[config.mk]
export PLATFORM = sky130hd
export DESIGN_NAME = shift_sequencer
export DESIGN_NICKNAME = d
export VERILOG_FILES = /design/src/rtl/shift_sequencer.sv
export SDC_FILE = /design/constraint.sdc
export NUM_CORES = 1
export LEC_CHECK = 0
export ABC_CLOCK_PERIOD_IN_PS = 3500
export BUFFER_PORTS_ARGS = -buffer_cell sky130_fd_sc_hd__buf_2
export CORE_ASPECT_RATIO = 0.8
export CORE_MARGIN = 5
export CORE_UTILIZATION = 45
export CTS_CLUSTER_SIZE = 40
export DETAILED_ROUTE_END_ITERATION = 8
export GPL_TIMING_DRIVEN = 0
export HOLD_SLACK_MARGIN = 0.08
export MAX_ROUTING_LAYER = met4
export PLACE_DENSITY = 0.81
export SLEW_MARGIN = 30
export SYNTH_ARGS = -nofsm -noshare
export SYNTH_HDL_FRONTEND = slang
export SYNTH_SLANG_ARGS = --single-unit
[constraint.sdc]
create_clock -name clk -period 3.5 [get_ports clk]
set_input_delay 0.875 -clock clk [delete_from_list [all_inputs] [get_ports clk]]
set_output_delay 0.875 -clock clk [all_outputs]
set_load 0.05 [all_outputs]
[src/rtl/shift_sequencer.sv]
// Multi-cycle controller for the shared 32-bit barrel shifter. Long shifts are
// split into chunks of at most MAX_STEP so that the shifter's critical path stays short.
module shift_sequencer #(
  parameter int MAX_STEP = 8
) (
  input  logic        clk,
  input  logic        rst,
  input  logic        start,
  input  logic [31:0] in,
  input  logic [31:0] shamt,
  input  logic        dir,
  input  logic        arith_or_logic,
  output logic        busy,
  output logic        done,
  output logic [31:0] out,
  output logic [31:0] sh_in,
  output logic [31:0] sh_shamt,
  output logic        sh_dir,
  output logic        sh_arith,
  input  logic [31:0] sh_out
);

  localparam logic [4:0] STEP_MAX = 5'(MAX_STEP);

  typedef enum logic [1:0] {
    S_IDLE  = 2'd0,
    S_SHIFT = 2'd1,
    S_DONE  = 2'd2
  } state_t;

  state_t      r_state;
  state_t      w_next;
  logic [31:0] r_acc;
  logic [4:0]  r_rem;
  logic        r_dir;
  logic        r_arith;
  logic [31:0] r_out;
  logic [4:0]  w_step;
  logic [4:0]  w_rem_next;
  logic        w_unused_shamt_hi;

  assign w_unused_shamt_hi = ^shamt[31:5];

  assign w_step     = (r_rem > STEP_MAX) ? STEP_MAX : r_rem;
  assign w_rem_next = r_rem - w_step;

  always_comb begin
    w_next = r_state;
    case (r_state)
      S_IDLE:  if (start) w_next = (shamt[4:0] != 5'd0) ? S_SHIFT : S_DONE;
      S_SHIFT: if (w_rem_next == 5'd0) w_next = S_DONE;
      S_DONE:  w_next = S_IDLE;
      default: w_next = S_IDLE;
    endcase
  end

  always_ff @(posedge clk or posedge rst) begin
    if (rst) begin
      r_state <= S_IDLE;
      r_acc   <= '0;
      r_rem   <= '0;
      r_dir   <= 1'b0;
      r_arith <= 1'b0;
      r_out   <= '0;
    end else begin
      r_state <= w_next;
      case (r_state)
        S_IDLE: begin
          if (start) begin
            r_acc   <= in;
            r_rem   <= shamt[4:0];
            r_dir   <= dir;
            r_arith <= arith_or_logic;
            // A zero-length shift completes immediately with the operand itself.
            if (shamt[4:0] == 5'd0) r_out <= in;
          end
        end
        S_SHIFT: begin
          r_acc <= sh_out;
          r_rem <= w_rem_next;
          if (w_rem_next == 5'd0) r_out <= sh_out;
        end
        default: ;
      endcase
    end
  end

  assign busy     = (r_state != S_IDLE);
  assign done     = (r_state == S_DONE);
  assign out      = r_out;
  assign sh_in    = r_acc;
  assign sh_shamt = (r_state == S_SHIFT) ? {27'b0, w_step} : 32'd0;
  assign sh_dir   = r_dir;
  assign sh_arith = r_arith;

endmodule

* Word-level counts from Yosys, hierarchy flattened
Cells that the tools add are included.
Word-level totals: input port bits 101, output and inout bits 100, word-level logic and storage cells 37, bits in registers 73
Cells by class: mux-type cells 14, order comparisons 1, equal/unequal tests 5, reduce and logical (&&, ||, !) cells 10, add/subtract/negate cells 1
Operators by type and width (number):
- $mux 32 | 4
- $pmux 32 s2 | 2
- $mux 5 | 3
- $logic_not 5->1 | 2
- $pmux 5 s2 | 1
- $mux 2 | 3
- $ne 2x2->1 const B | 3
- $reduce_and 2->1 | 3
- $gt 5x4->1 const B | 1
- $reduce_bool 5->1 | 1
- $sub 5x5->5 | 1
- $pmux 2 s2 | 1
- $reduce_and 4->1 | 1
- $reduce_bool 2->1 | 2
- $eq 2x1->1 const B | 1
- $eq 2x2->1 const B | 1
- $logic_not 2->1 | 1

* Depth between registers and ports, before layout
depth in word-level cells 6, mapped depth 8, gate-level depth less buffers 6

* Worst setup path after synthesis
No wires, ideal clock.
kind register to output, start reg r_state[1], end out sh_shamt[0], data required time 2.625 ns, data arrival time 1.566 ns, path buffers 3, cell stages (with the launch flop) 6, slack 1.059 ns, cells stage by stage dfrtp_1 nor2b_1 clkbuf_1 buf_4 buf_2 and3_1
Between the ends: longest elaborated chain between the ends 2
Ends and longest elaborated chain:
- from (decl) | line 31 | state_t r_state;
- from (signal assigned) | line 66 | r_state <= w_next;
- $eq 2x1->1 | line 92 | assign sh_shamt = (r_state == S_SHIFT) ? {27'b0, w_step} : 32'd0;
- $mux 5 | line 92
- to (decl) | line 17 | output logic [31:0] sh_shamt,
Every way passes these cells.

* Worst setup path after layout
start reg r_state[1], end out sh_shamt[1]
Same word-level chain as after synthesis.

==> impl_metrics.tcl <==
set metrics [dict create \
    design_power_total_mw 5.897 \
    synthTopCellsByArea "dfrtp_1, o221a_1, mux2i_1" \
    rsz0062_at_grt "no" \
    critPathArrivalTime_ns 2.13 \
    cp_common_cell "buf_2" \
    cts.clk_slew.worst_paths_ns 0.08 \
    yosysSeqAreaShare 0.4953 \
    ant_nets 0 \
    grt_max_degree 38 \
    worstPathMaxFanout 10 \
    crit_chain "nor2b_1, clkbuf_1, buf_4, buf_2, and3_1, buf_2" \
    avgSynthCellArea_um2 10.79 \
    final_util 0.6183 \
    via_per_inst 5.099 \
    setup_viol 0 \
    mappedNetlistArea_um2 3689 \
    pin_count 201 \
    critPathMaxStageDelay_ns 0.45 \
    synth.top_cell.area_share 0.4953 \
    clkLatencyLatePin_ns 0.34 \
    fp.dieW_um 111.2 \
    cp-start-kind "flip-flop" \
    leakage_nw 2.403 \
    grt_pass1_wl_um 17600 \
    cts_tree "yes" \
    vias 3258 \
    dr.first_iter.drc_count 151 \
    core_um2 7946 \
    antenna_found_initial 0 \
    worstMarginPinSlew_ns 0.5410 \
    fin_skew_ns 0.01076 \
    rows 29 \
    drc 0 \
    firstDrtPassIters 4 \
    grt_pass1_vias 3458 \
    portBuffers 145 \
    clock.fmax_mhz 333.3 \
    clkSinkCount 73 \
    hold_violations 0 \
    avgRoutedWirePerCell_um 16.70 \
    fin_crit_sh 0.8572 \
    holdCritPathClass "flip-flop to flip-flop" \
    root_buffer "clkbuf_8" \
    ys_ff_latch 73 \
    period_needed_ns 3.000 \
    dp_hpwl_um 8184 \
    critPathKind "flip-flop to primary output" \
    post_cts_resized 0 \
    grt_use_total 0.2202 \
    die_y_um 90.98 \
    max-cap-violations 0 \
    nets 628 \
    synth_edf_count 0 \
    post_cts_buffers 0 \
    ir_drop_mv 0.5521 \
    power_density_nw_per_um2 1200 \
    routabilityCongestion 0.8738 \
    finalSetupTns_ns 0 \
    yosysTopAreaCell "dfrtp_1" \
    wl_um 10670 \
    cpMaxStageDelayCell "dfrtp_1" \
    drive_gt1_frac 0.3992 \
    cts_max_level 3 \
    required_ns 2.62 \
    status "finished, final reports clean" \
    start_util 0.4642 \
    ys_types 38 \
    final-max-slew-violation-count 0 \
    grt_overflow 0 \
    pre_cts_slack_ns 0.8618 \
    cp-end-kind "primary output" \
    slew_headroom 0.6394 \
    antennaDiodeCount 0 \
    synth_cells 342 \
    areaGrowthSynthToFinish_pct 33.21 \
    synthFlopType "dfrtp_1" \
    cts_hold_buf 0 \
    dieArea_um2 10120 \
    yosysWarnings 0 \
    fin_ws_ns 0.4996 \
    cts_buffers 9 \
    clk_path_buf_depth 2 \
    synthArstFlopShare 1.000 \
]
synth_stat cells (2+ instances only):
cell type	count
conb_1	2
o221a_2	2
inv_1	2
dfrtp_1	73
nand2b_1	33
buf_4	29
mux2_2	2
o22a_1	2
buf_6	3
a21oi_1	5
buf_2	8
o211ai_1	2
o21ai_0	39
o221a_1	30
nor2_1	7
nand2_1	36
a22oi_1	2
clkbuf_1	11
mux2i_1	33
and3_1	3
metal layers:
layer / global-route usage / share of wire / wire length (um) / vias up
li1: - / - / - / 1538
met1: 0.2825 / 0.45 / 4760 / 1572
met2: 0.3484 / 0.47 / 4988 / 138
met3: 0.06777 / 0.075 / 798 / 10
met4: 0.04559 / 0.012 / 127 / 0
met5: - / 0 / 0 / -
state kept, by name, indices dropped and copies added (netlist names):
signal	cells
sh_dir	1
sh_in	32
r_rem	5
r_state	2
out	32
sh_arith	1
worst max-delay path: cells and delay by family, from the launching register on:
| kind | cells | cell delay [ns] |
|---|---|---|
| buf+inv | 4 | 1.00 |
| flops | 1 | 0.45 |
| simple gates | 2 | 0.35 |
placed cells by master (no fill, tap or decap), drive strengths merged, types with 2 or more instances in the layout:
cell,instances
mux2,2
mux2i,33
nand2,36
o221a,32
o21ai,40
inv,5
and3,3
dfrtp,73
bufinv,3
nand2b,33
o211ai,2
nor2,8
a21oi,5
clkbuf,21
buf,186
a22oi,2
conb,29
o22a,2
layout make-up:
type	instances	area [um2]
tap	108	135.1
fill	706	3033
timing repair buffer	146	745.7
multi-input combinational	242	1619
clock buffer	10	127.6
clock inverter	6	112.6
inverter	3	13.76
buffer	51	332.8
sequential	73	1827
power by group:
| group | total (mW) | switching [mW] | internal (mW) | leakage (nW) |
|---|---|---|---|---|
| sequential | 1.54 | 0.264 | 1.28 | 0.847 |
| clock | 0.803 | 0.325 | 0.478 | 0.121 |
| combinational | 3.55 | 2.55 | 1.00 | 1.43 |
| total | 5.90 | 3.14 | 2.76 | 2.40 |
per-stage QoR:
stage                     hold slack, ns  cell area (um2)  cells
after floorplan                   0.4893             3790    369
final                             0.4778             4913    639
after CTS                         0.4837             4913    639
after global placement            0.4584             4651    622
after global routing              0.5114             4913    639
after detailed placement          0.4656             4673    623
final timing paths:
path                       cells after the start                   start                    end  slack, ns
setup / recovery                               6  r_state[1]$_DFFE_PP0P_            sh_shamt[1]       0.50
hold / removal                                 2   sh_in[31]$_DFFE_PP0P_  sh_in[31]$_DFFE_PP0P_       0.48
setup reg to reg                               8    r_rem[3]$_DFFE_PP0P_    out[19]$_DFFE_PP0P_       1.17
hold reg to reg                                2   sh_in[31]$_DFFE_PP0P_  sh_in[31]$_DFFE_PP0P_       0.48
max in group asynchronous                      3                     rst     out[8]$_DFFE_PP0P_       2.37
min in group asynchronous                      2                     rst  sh_in[26]$_DFFE_PP0P_       0.55
cells by family (layout without fill, tap and decap cells):
logic type	after synthesis	after routing	share of synthesized area
other	2	29	0.002036
adders and majority gates	1	1	0.003392
DFF	73	73	0.4953
AOI/OAI and AO/OA	91	91	0.1940
buffers and inverters	54	216	0.09328
and+or+nand+nor	86	86	0.1164
muxes	35	35	0.09566
(Power assumes the default switching activity.)
